File: src/rtl/keypad_lock_pkg.sv
// Shared types and helpers for the keypad lock: FSM state encoding and PIN digit extraction.
package keypad_lock_pkg;

  typedef enum logic [1:0] {
    ST_ENTRY    = 2'd0,
    ST_LOCKOUT  = 2'd1,
    ST_UNLOCKED = 2'd2,
    ST_PROGRAM  = 2'd3
  } keypad_lock_state_t;

  localparam int MAX_PIN_W = 256;
  localparam int MAX_DIG_W = 32;

  // Digit i of a packed PIN (digit 0 in the LSBs); caller truncates to its digit width.
  function automatic logic [MAX_DIG_W-1:0] pin_digit(input logic [MAX_PIN_W-1:0] pin,
                                                      input int i, input int w);
    return MAX_DIG_W'(pin >> (i * w));
  endfunction

endpackage

File: src/rtl/keypad_lock_if.sv
// Digit stream in, lock status out. master = keypad/driver side, slave = the lock.
interface keypad_lock_if #(
  parameter int DATA_W = 8,
  parameter int FC_W   = 2
);
  logic [DATA_W-1:0] din;
  logic              din_valid;
  logic              relock;
  logic              prog;
  logic              unlocked;
  logic              locked_out;
  logic              programming;
  logic [FC_W-1:0]   fail_count;

  modport master (
    output din, din_valid, relock, prog,
    input  unlocked, locked_out, programming, fail_count
  );

  modport slave (
    input  din, din_valid, relock, prog,
    output unlocked, locked_out, programming, fail_count
  );
endinterface

File: src/rtl/keypad_lock_timer.sv
// Loadable down-counter with zero flag; shared by lockout and idle-relock timing.
module lock_timer #(
  parameter int W = 4
) (
  input  logic         clk,
  input  logic         rst_n,
  input  logic         load,
  input  logic [W-1:0] load_val,
  input  logic         dec,
  output logic         zero
);
  logic [W-1:0] count_q, count_d;

  always_comb begin
    count_d = count_q;
    if (load)                       count_d = load_val;
    else if (dec && count_q != '0)  count_d = count_q - W'(1);
  end

  always_ff @(posedge clk or negedge rst_n) begin
    if (!rst_n) count_q <= '0;
    else        count_q <= count_d;
  end

  assign zero = (count_q == '0);
endmodule

File: src/rtl/keypad_lock.sv
// PIN-entry lock: judges a full PIN per attempt, locks out after repeated failures,
// optionally auto-relocks when idle, and accepts a new PIN while unlocked.
module keypad_lock
  import keypad_lock_pkg::*;
#(
  parameter int                          DATA_W         = 8,
  parameter int                          PIN_LEN        = 4,
  parameter logic [PIN_LEN*DATA_W-1:0]   DEFAULT_PIN    = 32'hdec0adba,
  parameter int                          MAX_TRIES      = 3,
  parameter int                          LOCKOUT_CYCLES = 16,
  parameter int                          RELOCK_CYCLES  = 0
) (
  input logic           clk,
  input logic           reset_n,
  keypad_lock_if.slave  bus
);
  localparam int PIN_W   = PIN_LEN * DATA_W;
  localparam int IDX_W   = (PIN_LEN > 1) ? $clog2(PIN_LEN) : 1;
  localparam int FC_W    = $clog2(MAX_TRIES + 1);
  localparam int TMR_MAX = (LOCKOUT_CYCLES > RELOCK_CYCLES) ? LOCKOUT_CYCLES : RELOCK_CYCLES;
  localparam int TMR_W   = $clog2(TMR_MAX + 1);
  localparam logic [IDX_W-1:0] LAST_IDX = IDX_W'(PIN_LEN - 1);
  // Timer holds the cycles remaining after the loading edge, so it exits on the edge it reads zero.
  localparam logic [TMR_W-1:0] LOCK_LOAD   = TMR_W'(LOCKOUT_CYCLES - 1);
  localparam logic [TMR_W-1:0] RELOCK_LOAD = (RELOCK_CYCLES == 0) ? '0 : TMR_W'(RELOCK_CYCLES - 1);

  keypad_lock_state_t state_q, state_d;
  logic [IDX_W-1:0]   idx_q, idx_d;
  logic               miss_q, miss_d;
  logic [FC_W-1:0]    fail_q, fail_d;
  logic [PIN_W-1:0]   pin_q, pin_d;
  logic [PIN_W-1:0]   shadow_q, shadow_d;

  logic               tmr_load, tmr_dec, tmr_zero;
  logic [TMR_W-1:0]   tmr_val;
  logic               digit_ok, last;

  assign digit_ok = (bus.din == DATA_W'(pin_digit(MAX_PIN_W'(pin_q), int'(idx_q), DATA_W)));
  assign last     = (idx_q == LAST_IDX);

  always_comb begin
    state_d  = state_q;
    idx_d    = idx_q;
    miss_d   = miss_q;
    fail_d   = fail_q;
    pin_d    = pin_q;
    shadow_d = shadow_q;
    tmr_load = 1'b0;
    tmr_val  = '0;
    tmr_dec  = 1'b0;
    unique case (state_q)
      ST_ENTRY: if (bus.din_valid) begin
        if (last) begin
          idx_d  = '0;
          miss_d = 1'b0;
          if (!miss_q && digit_ok) begin
            state_d  = ST_UNLOCKED;
            fail_d   = '0;
            tmr_load = 1'b1;
            tmr_val  = RELOCK_LOAD;
          end else if (fail_q == FC_W'(MAX_TRIES - 1)) begin
            state_d  = ST_LOCKOUT;
            fail_d   = '0;
            tmr_load = 1'b1;
            tmr_val  = LOCK_LOAD;
          end else begin
            fail_d = fail_q + FC_W'(1);
          end
        end else begin
          idx_d  = idx_q + IDX_W'(1);
          miss_d = miss_q | ~digit_ok;
        end
      end
      ST_LOCKOUT: begin
        tmr_dec = 1'b1;
        if (tmr_zero) begin
          state_d = ST_ENTRY;
          idx_d   = '0;
        end
      end
      ST_UNLOCKED: begin
        tmr_dec = 1'b1;
        if (bus.relock) begin
          state_d = ST_ENTRY;
        end else if (bus.din_valid && bus.prog) begin
          // idx is 0 here, so last only holds for single-digit PINs: commit at once.
          shadow_d[idx_q*DATA_W +: DATA_W] = bus.din;
          if (last) begin
            pin_d   = shadow_d;
            state_d = ST_ENTRY;
          end else begin
            idx_d   = idx_q + IDX_W'(1);
            state_d = ST_PROGRAM;
          end
        end else if (bus.din_valid) begin
          tmr_load = 1'b1;
          tmr_val  = RELOCK_LOAD;
        end else if (RELOCK_CYCLES != 0 && tmr_zero) begin
          state_d = ST_ENTRY;
        end
      end
      ST_PROGRAM: begin
        if (bus.relock) begin
          state_d = ST_ENTRY;
          idx_d   = '0;
        end else if (bus.din_valid) begin
          shadow_d[idx_q*DATA_W +: DATA_W] = bus.din;
          if (last) begin
            pin_d   = shadow_d;
            state_d = ST_ENTRY;
            idx_d   = '0;
          end else begin
            idx_d = idx_q + IDX_W'(1);
          end
        end
      end
      default: state_d = ST_ENTRY;
    endcase
  end

  always_ff @(posedge clk or negedge reset_n) begin
    if (!reset_n) begin
      state_q  <= ST_ENTRY;
      idx_q    <= '0;
      miss_q   <= 1'b0;
      fail_q   <= '0;
      pin_q    <= DEFAULT_PIN;
      shadow_q <= '0;
    end else begin
      state_q  <= state_d;
      idx_q    <= idx_d;
      miss_q   <= miss_d;
      fail_q   <= fail_d;
      pin_q    <= pin_d;
      shadow_q <= shadow_d;
    end
  end

  lock_timer #(.W(TMR_W)) u_timer (
    .clk      (clk),
    .rst_n    (reset_n),
    .load     (tmr_load),
    .load_val (tmr_val),
    .dec      (tmr_dec),
    .zero     (tmr_zero)
  );

  assign bus.unlocked    = (state_q == ST_UNLOCKED);
  assign bus.locked_out  = (state_q == ST_LOCKOUT);
  assign bus.programming = (state_q == ST_PROGRAM);
  assign bus.fail_count  = fail_q;
endmodule

File: src/flat_wrapper.sv
// flat-port wrapper written by rule: the top's interface ports become plain ports
module keypad_lock_flat import keypad_lock_pkg::*;
#(
  parameter int                          DATA_W         = 8,
  parameter int                          PIN_LEN        = 4,
  parameter logic [PIN_LEN*DATA_W-1:0]   DEFAULT_PIN    = 32'hdec0adba,
  parameter int                          MAX_TRIES      = 3,
  parameter int                          LOCKOUT_CYCLES = 16,
  parameter int                          RELOCK_CYCLES  = 0
)
  (clk, reset_n, bus_din, bus_din_valid, bus_relock, bus_prog, bus_unlocked, bus_locked_out, bus_programming, bus_fail_count);
  keypad_lock_if #(.DATA_W(DATA_W), .FC_W(2)) bus_i ();
  input logic clk;
  input logic reset_n;
  input wire logic [$bits(bus_i.din)-1:0] bus_din;
  input wire logic [$bits(bus_i.din_valid)-1:0] bus_din_valid;
  input wire logic [$bits(bus_i.relock)-1:0] bus_relock;
  input wire logic [$bits(bus_i.prog)-1:0] bus_prog;
  output wire logic [$bits(bus_i.unlocked)-1:0] bus_unlocked;
  output wire logic [$bits(bus_i.locked_out)-1:0] bus_locked_out;
  output wire logic [$bits(bus_i.programming)-1:0] bus_programming;
  output wire logic [$bits(bus_i.fail_count)-1:0] bus_fail_count;
  assign bus_i.din = bus_din;
  assign bus_i.din_valid = bus_din_valid;
  assign bus_i.relock = bus_relock;
  assign bus_i.prog = bus_prog;
  assign bus_unlocked = bus_i.unlocked;
  assign bus_locked_out = bus_i.locked_out;
  assign bus_programming = bus_i.programming;
  assign bus_fail_count = bus_i.fail_count;
  keypad_lock #(.DATA_W(DATA_W), .PIN_LEN(PIN_LEN), .DEFAULT_PIN(DEFAULT_PIN), .MAX_TRIES(MAX_TRIES), .LOCKOUT_CYCLES(LOCKOUT_CYCLES), .RELOCK_CYCLES(RELOCK_CYCLES)) u_core (.clk(clk), .reset_n(reset_n), .bus(bus_i));
endmodule
File: config.mk
export PLATFORM = sky130hd
export DESIGN_NAME = keypad_lock_flat
export DESIGN_NICKNAME = d
export VERILOG_FILES = /design/src/rtl/keypad_lock_pkg.sv /design/src/rtl/keypad_lock_if.sv /design/src/rtl/keypad_lock_timer.sv /design/src/rtl/keypad_lock.sv /design/src/flat_wrapper.sv
export SDC_FILE = /design/constraint.sdc
export NUM_CORES = 1
export LEC_CHECK = 0
export CORE_MARGIN = 2
export CORE_UTILIZATION = 50
export CTS_BUF_LIST = sky130_fd_sc_hd__clkbuf_4 sky130_fd_sc_hd__clkbuf_8 sky130_fd_sc_hd__clkbuf_16
export CTS_CLUSTER_DIAMETER = 200
export DETAILED_ROUTE_END_ITERATION = 10
export PLACE_DENSITY = 0.8
export SLEW_MARGIN = 10
export SYNTH_ARGS = -nofsm -noshare
export SYNTH_HDL_FRONTEND = slang
export SYNTH_SLANG_ARGS = --single-unit
File: constraint.sdc
create_clock -name clk -period 2 [get_ports clk]
set_input_delay 0.4 -clock clk [delete_from_list [all_inputs] [get_ports clk]]
set_output_delay 0.4 -clock clk [all_outputs]
set_load 0.01 [all_outputs]
==> results of run 1 <==
-- routing by layer --
metal  up-vias  track usage (%)
li1       1550                -
met1      1626             30.5
met2       116             39.5
met3        21             3.91
met4         0             9.18
met5         -                0
-- final cells by class --
class                           instances  area (um^2)  area share (%)
Multi-Input combinational cell        300         2160            42.5
Inverter                               11         41.3           0.810
Tap cell                              102          128            2.50
Timing Repair Buffer                   60          594            11.7
Sequential cell                        76         1930            37.8
Clock inverter                          6          113            2.21
Clock buffer                           10          131            2.58
-- path summary, 6_finish.rpt --
path                       slack (ns)  cells after the start                             to                         start
min in group asynchronous        0.51                      2  u_core.state_q[1]$_DFFE_PN0P_                       reset_n
hold / removal                   0.48                      2   u_core.pin_q[22]$_DFFE_PN1P_  u_core.pin_q[22]$_DFFE_PN1P_
hold reg to reg                  0.48                      2   u_core.pin_q[22]$_DFFE_PN1P_  u_core.pin_q[22]$_DFFE_PN1P_
max in group asynchronous        0.85                      3   u_core.pin_q[30]$_DFFE_PN1P_                       reset_n
setup / recovery                -0.12                      8  u_core.state_q[0]$_DFFE_PN0P_   u_core.idx_q[1]$_DFFE_PN0P_
setup reg to reg                -0.12                      8  u_core.state_q[0]$_DFFE_PN0P_   u_core.idx_q[1]$_DFFE_PN0P_
-- worst max-delay path: stages, from the launching register on --
cell and delay, ns:
dfrtp_2 0.46, buf_12 0.15, buf_16 0.13, mux2i_2 0.21
xnor2_1 0.16, nor4_2 0.07, a22oi_2 0.42, nor3_2 0.11
o31ai_1 0.30
-- stage by stage --
| stage | setup slack (ns) | utilization [%] | cells | instance area, um^2 |
|---|---|---|---|---|
| global placement | -0.144 | 59.1 | 543 | 4620 |
| floorplan | -0.0120 | - | 412 | 4140 |
| CTS | -0.0525 | 63.5 | 562 | 4960 |
| finish | -0.120 | 65.3 | 565 | 5100 |
| detailed placement | -0.205 | 59.1 | 543 | 4620 |
| global route | -0.182 | 65.3 | 565 | 5100 |
-- registers in the layout, indices dropped and copies added, names as in the netlist --
register,count
u_core.shadow_q,32
u_core.bus.fail_count,2
u_core.pin_q,32
u_core.u_timer.count_q,5
u_core.state_q,2
u_core.idx_q,2
u_core.miss_q,1
-- timing repair --
action,in CTS,in global routing
gates resized for setup,14,25
endpoints found under the setup margin,13,76
setup buffers,1,2
hold buffers,1,0
pin swaps,6,12
cloned,1,1
hold endpoints to repair,23,0
-- power groups by stage --
stage | registers, mW | logic [mW] | clock network (mW)
after CTS | 1.93 | 2.15 | 1.45
after global placement | 1.92 | 1.98 | 0
after global routing | 1.96 | 2.48 | 1.52
final | 1.94 | 2.27 | 1.43
after floorplan | 1.90 | 1.42 | 0
after detailed placement | 1.94 | 2.05 | 0
-- cells by family (layout without fill, tap and decap cells) --
kind of cell | Yosys count | count (layout) | share of synthesized area, %
compound gates | 128 | 128 | 20.1
xor+xnor | 17 | 17 | 3.65
fa+ha+maj | 12 | 12 | 3.68
buf+inv | 36 | 87 | 4.17
flops | 76 | 76 | 47.1
mux | 16 | 16 | 4.26
simple gates | 127 | 127 | 17.0
-- cells in the final DEF (no fill, tap or decap), drive strengths merged, types with 2 or more instances in the layout --
master	n
clkbuf	11
o211ai	2
nor3b	2
ha	12
nand2	51
nand3	4
o31ai	3
nor4	2
and2	5
nor2	10
a211oi	2
clkdlybuf4s50	14
inv	11
and3	2
a22oi	3
dfrtp	58
a22o	32
dlygate4sd2	2
clkinv	3
nand2b	3
nor2b	32
mux2i	14
bufinv	3
buf	42
dfstp	18
nor3	11
a21oi	39
xnor2	16
o21ai	39
==> out/metrics.cfg, run 1 <==
[status]
status=finished, violations left
violations=negative setup slack

[grt]
overflow=0
globalRouteTotalUtil_pct=23.5
grt_max_degree=65
grt_pass1_wl_um=15800
grt_pass1_vias=3211
antenna_found_initial=0

[cells_and_area]
num_antenna_cells=0
area_growth_syn_to_layout_pct=24.8
fin_nets=483
n_fill_cell=588
layout-drive-gt1-share_pct=27.0

[routing]
drtIter0Drc=259
met1_length_um=4350
dr_wl_met3_um=544
viasPerCell=5.86
met2_length_um=4980
drtPass1Iterations=5
via_count=3313
postRouteAntennaNets=0
wire_per_inst_um=17.9
drcViolationCount=0
drt-total-wl_um=10100
highest_layer=met4

[pwr]
p_leak_nw=2.13
combPwrFrac_pct=40.3
p_sw_mw=1.97
p_per_area_nw_per_um2=1110
seqPwrFrac_pct=34.3
p_int_mw=3.67
power_frac_clock_pct=25.4
power.total_mw=5.64
swShare_pct=34.9
ir_drop_v=0.000696

[clock_tree]
htreeDepth=3
clock_latency_ns=0.36
numCtsBuffers=9
cts_root_buffer=clkbuf_8
clock_sinks=76
cts_buffer_depth=2
clk_pin_slew_worst_paths_ns=0.08
cts_tree=built

[logic_synthesis]
synth-async-reset-ratio_pct=100
synthTopCellsByArea=dfrtp_1, dfstp_2, a22o_1, nor2b_1, a21oi_1
ys.flop_type=dfrtp_1
yosys.area.top_type=dfrtp_1
synthCells=412
ys_top_cells_by_count=dfrtp_1, nand2_1, a21oi_1, o21ai_0
ys_seq_elements=76
synth_edf_count=0
ys_seq_area_share_pct=47.1
syn-num-nets=437
synth.cell_area_um2=4080
synth_top_area_share_pct=35.5
yosysMostFrequentCell=dfrtp_1
synth_cell_type_count=51
yosysWarnings=0
avgSynthCellArea_um2=9.91

[worst_setup_path]
critPathLaunchType=flop
arrival_ns=2.37
required_ns=2.25
endpoint_kind=flop
crit_type=flop to flop
path_max_fanout=7

[timing]
tightest_slew_ns=0.526
fin_crit_ns=2.12
fin_tns_setup_ns=-0.260
setup_ws_ns=-0.120
fin_skew_ns=0.0113
rsz0062_at_grt=yes
worst_hold_slack_ns=0.479
setup_viol=6
timing.slew.headroom_pct=64.9
fin_crit_sh_pct=106
slew_violations=0
max_freq_mhz=472
finalHoldViolations=0

[placed_design]
io_buffers=17
globalplace.congestion=0.857
place_hpwl_um=6640

[die]
rows=32
die_h_um=94.4
initial_core_util_pct=52.3
dieArea_um2=8910
ios=18
fp.coreArea_um2=7810
dieWidth_um=94.4

[hold_path]
hp-class=flop to flop

[flow_run]
max_cap_viol_count=0

Power figures use the tool's default switching activity.
==> run 2, diff against run 1 <==
--- a/config.mk
+++ b/config.mk
@@ -5,7 +5,6 @@
 export SDC_FILE = /design/constraint.sdc
 export NUM_CORES = 1
 export LEC_CHECK = 0
-export CORE_MARGIN = 2
 export CORE_UTILIZATION = 50
 export CTS_BUF_LIST = sky130_fd_sc_hd__clkbuf_4 sky130_fd_sc_hd__clkbuf_8 sky130_fd_sc_hd__clkbuf_16
 export CTS_CLUSTER_DIAMETER = 200
==> out/metrics.cfg, run 2 (synthesized netlist as in run 1, its figures left out) <==
[timing]
worst_hold_slack_ns=0.479
max_freq_mhz=518
fin_crit_sh_pct=96.6
fin_tns_setup_ns=0
fin_skew_ns=0.0105
tightest_slew_ns=0.339
fin_crit_ns=1.93
finalHoldViolations=0
timing.slew.headroom_pct=77.4
setup_viol=0
slew_violations=0
rsz0062_at_grt=yes
setup_ws_ns=0.0686

[routing]
drtIter0Drc=211
viasPerCell=5.76
drt-total-wl_um=9740
wire_per_inst_um=17.0
drcViolationCount=0
drtPass1Iterations=5
postRouteAntennaNets=0
via_count=3308

[clock_tree]
cts_buffer_depth=2
clock_sinks=76
htreeDepth=3
cts_tree=built
clock_latency_ns=0.36
numCtsBuffers=9
cts_root_buffer=clkbuf_8
clk_pin_slew_worst_paths_ns=0.08

[flow_run]
max_cap_viol_count=0

[placed_design]
dp_slack_ns=-0.178
io_buffers=17
globalplace.congestion=0.852
dpl_cell_area_um2=4670
place_hpwl_um=6560

[worst_setup_path]
path_cells=inv_1 -> ha_1 -> or4b_4 -> nand2_1 -> o21ai_0 -> o32a_1 -> o211a_1
required_ns=2.26
path_max_fanout=4
slowest_delay_ns=0.50
arrival_ns=2.19
endpoint_kind=flop
crit_type=flop to flop
cp_slowest_cell=or4b_4
critPathLaunchType=flop

[pwr]
ir_drop_v=0.000628
p_per_area_nw_per_um2=1050
p_leak_nw=2.17

[die]
dieWidth_um=92.4
dieArea_um2=8530
fp.coreArea_um2=7810
die_h_um=92.4
rows=32
initial_core_util_pct=52.3
ios=18

[hold_path]
hp-class=primary input to async pin

[cells_and_area]
fin_nets=492
num_antenna_cells=0
layout_common_cells=dfrtp_1, nand2_1, buf_4, a21oi_1, o21ai_0
mostFrequentLayoutCell=dfrtp_1
layout-drive-gt1-share_pct=26.5
design_area_um2=5080
reg.largest.list=u_core.pin_q: 32 flops, u_core.shadow_q: 32 flops, u_core.u_timer.count_q: 5 flops
area_growth_syn_to_layout_pct=24.5

[status]
status=finished clean

[grt]
grt_pass1_wl_um=15400
grt_pass1_vias=3136
globalRouteTotalUtil_pct=23.3
overflow=0
antenna_found_initial=0
grt_max_degree=65

## run 2: routing by layer
metal  part of all wire [%]  global-route usage, %  up-vias
li1                       -                      -     1566
met1                     43                   30.4     1613
met2                     50                   38.6      111
met3                    4.9                   5.09       18
met4                    1.6                   7.55        0
met5                      0                      0        -
## run 2: final timing paths
path | from | endpoint | slack (ns) | cells past startpoint
max in group asynchronous | reset_n | u_core.pin_q[11]$_DFFE_PN1P_ | 0.86 | 3
worst max-delay path | u_core.u_timer.count_q[1]$_DFFE_PN0P_ | u_core.state_q[1]$_DFFE_PN0P_ | 0.07 | 7
worst min-delay path | reset_n | u_core.state_q[0]$_DFFE_PN0P_ | 0.48 | 2
worst min register to register | u_core.pin_q[22]$_DFFE_PN1P_ | u_core.pin_q[22]$_DFFE_PN1P_ | 0.48 | 2
worst max register to register | u_core.u_timer.count_q[1]$_DFFE_PN0P_ | u_core.state_q[1]$_DFFE_PN0P_ | 0.07 | 7
min in group clk | u_core.pin_q[22]$_DFFE_PN1P_ | u_core.pin_q[22]$_DFFE_PN1P_ | 0.48 | 2
## run 2: cell type report
cell class / instances / area (um^2)
inverter: 11 / 41.3
clock buffer: 11 / 145
sequential: 76 / 1930
fill: 611 / 2720
timing repair buffer: 69 / 658
multi-input combinational: 300 / 2130
clock inverter: 5 / 52.6
tap: 102 / 128
## run 2: repair_timing
item                                   4_1_cts  5_1_grt
setup endpoints to repair                   46       74
hold buffers                                 1        0
gates cloned                                 0        2
pin swaps                                    1        3
gates resized for setup                      5       24
endpoints found under the hold margin       18        0
setup buffers                                1        6
## run 2: report_power, final
| part | internal (mW) | switching [mW] | total [mW] |
|---|---|---|---|
| combinational | 1.08 | 1.17 | 2.25 |
| sequential | 1.75 | 0.166 | 1.92 |
| clock | 0.618 | 0.568 | 1.19 |
## run 2: worst max-delay path: cells and delay by family, from the launching register on
kind | cells | cell delay, ns
AO/OA/AOI/OAI | 3 | 0.61
adder cells (fa/ha/maj) | 1 | 0.15
buffers and inverters | 1 | 0.08
flip-flops | 1 | 0.40
AND/OR/NAND/NOR | 2 | 0.59
## run 2: through the flow
stage | power (mW) | utilization (%) | std cells
CTS | 5.21 | 62.5 | 566
global placement | 3.94 | 59.8 | 548
finish | 5.35 | 65.1 | 574
detailed placement | 4.01 | 59.8 | 548
floorplan | 3.33 | - | 412
global route | 5.67 | 65.1 | 574
==> run 3, diff against run 2 <==
==> constraint.sdc (replaced) <==
create_clock -name clk -period 2 [get_ports clk]
set_input_delay 0.5 -clock clk [delete_from_list [all_inputs] [get_ports clk]]
set_output_delay 0.5 -clock clk [all_outputs]
set_load 0.01 [all_outputs]
==> out/metrics.cfg, run 3 (synthesized netlist as in run 1, its figures left out) <==
[status]
status=finished, violations left
violations=negative setup slack

[pwr]
ir_drop_v=0.000661
p_per_area_nw_per_um2=1070
power.total_mw=5.42
p_leak_nw=2.15

[cells_and_area]
num_antenna_cells=0
reg.largest.list=u_core.pin_q: 32 flops, u_core.shadow_q: 32 flops, u_core.u_timer.count_q: 5 flops
fin_nets=493
instances_no_fill=575
utilization_pct=64.7
layout-drive-gt1-share_pct=27.1
multi_input_area_um2=2130
layout_common_cells=dfrtp_1, buf_4, nand2_1, a21oi_1, o21ai_0
area_growth_syn_to_layout_pct=23.7
design_area_um2=5050
seq_area_um2=1920
mostFrequentLayoutCell=dfrtp_1
n_fill_cell=617

[timing]
timing.slew.headroom_pct=63.5
tightest_slew_ns=0.548
fin_crit_sh_pct=101
slew_violations=0
max_freq_mhz=495
setup_viol=5
fin_crit_ns=2.02
finalHoldViolations=0
setup_ws_ns=-0.0198
rsz0062_at_grt=yes
fin_skew_ns=0.00570

[worst_setup_path]
endpoint_kind=flop
arrival_ns=2.29
critPathLaunchType=flop
slowest_delay_ns=0.47
crit_type=flop to flop
cp_slowest_cell=a22oi_2
path_cells=buf_12 -> mux2i_2 -> xnor2_1 -> nor4_2 -> a22oi_2 -> o21ai_1 -> a211oi_1
required_ns=2.27
path_max_fanout=13

[grt]
globalRouteTotalUtil_pct=23.5
overflow=0
grt_pass1_vias=3279
grt_pass1_wl_um=15500
grt_max_degree=41
antenna_found_initial=0

[flow_run]
max_cap_viol_count=0

[routing]
via_count=3230
drtPass1Iterations=5
drcViolationCount=0
drt-total-wl_um=9310
wire_per_inst_um=16.2
viasPerCell=5.62
postRouteAntennaNets=0
drtIter0Drc=227

[placed_design]
globalplace.congestion=0.876
place_hpwl_um=6620
io_buffers=17
post-place-cells=553
dp_slack_ns=-0.331
dpl_cell_area_um2=4700

[clock_tree]
clock_sinks=76
clk_pin_slew_worst_paths_ns=0.08
numCtsBuffers=9
cts_root_buffer=clkbuf_8
htreeDepth=3
ctsHoldBuffers=0
cts_tree=built
cts_buffer_depth=2
clock_latency_ns=0.36

[die]
fp.coreArea_um2=7810
rows=32
die_h_um=92.4
dieArea_um2=8530
initial_core_util_pct=52.3
dieWidth_um=92.4
ios=18

[hold_path]
hp-class=primary input to async pin

run 3: per-layer routing:
metal  vias up  GRT usage (%)  share of wire (%)
li1       1564              -                  -
met2        63           40.1                 50
met4         0           10.5                1.0
met3         7           4.19                3.7
met5         -              0                  0
met1      1596           29.2                 45
run 3: final cells by class:
class	instances	share of cell area (%)
flip-flops and latches	76	38.1
well taps	102	2.53
clock buffers	10	2.60
multi-input cells	300	42.1
repair buffers	70	12.1
clock inverters	6	1.76
inverters	11	0.817
run 3: stage by stage:
stage / hold slack (ns) / setup TNS (ns)
after floorplan: 0.204 / -0.0945
after global placement: 0.431 / -9.79
after detailed placement: 0.437 / -12.31
after CTS: 0.0366 / -0.00570
after global routing: 0.0534 / -0.988
final: 0.0437 / -0.0620
run 3: power breakdown:
group / total [mW] / switching (mW) / internal (mW)
Clock: 1.31 / 0.593 / 0.716
Sequential: 1.90 / 0.156 / 1.75
Combinational: 2.20 / 1.15 / 1.05
run 3: critical path, delay by kind of cell (launching register included):
kind                      cells  cell delay (ns)
buffers and inverters         1             0.17
muxes                         1             0.27
AOI/OAI and AO/OA             3             0.83
xor gates and xnor gates      1             0.18
DFF                           1             0.38
and+or+nand+nor               1             0.09
run 3: timing repair:
action	CTS	global route
resized for setup	18	20
buffers inserted	4	2
setup endpoints to repair	26	77
pin swaps	3	2
run 3: path summary, 6_finish.rpt:
check                                                  start                                    end  slack (ns)  cells after the start
min in group clk                u_core.pin_q[10]$_DFFE_PN1P_           u_core.pin_q[10]$_DFFE_PN1P_        0.48                      2
worst max-delay path             u_core.idx_q[1]$_DFFE_PN0P_  u_core.u_timer.count_q[4]$_DFFE_PN0P_       -0.02                      7
worst min-delay path                                 reset_n          u_core.state_q[0]$_DFFE_PN0P_        0.04                      1
worst min register to register  u_core.pin_q[10]$_DFFE_PN1P_           u_core.pin_q[10]$_DFFE_PN1P_        0.48                      2
max in group asynchronous                            reset_n            u_core.pin_q[7]$_DFFE_PN1P_        1.38                      2
worst max register to register   u_core.idx_q[1]$_DFFE_PN0P_  u_core.u_timer.count_q[4]$_DFFE_PN0P_       -0.02                      7
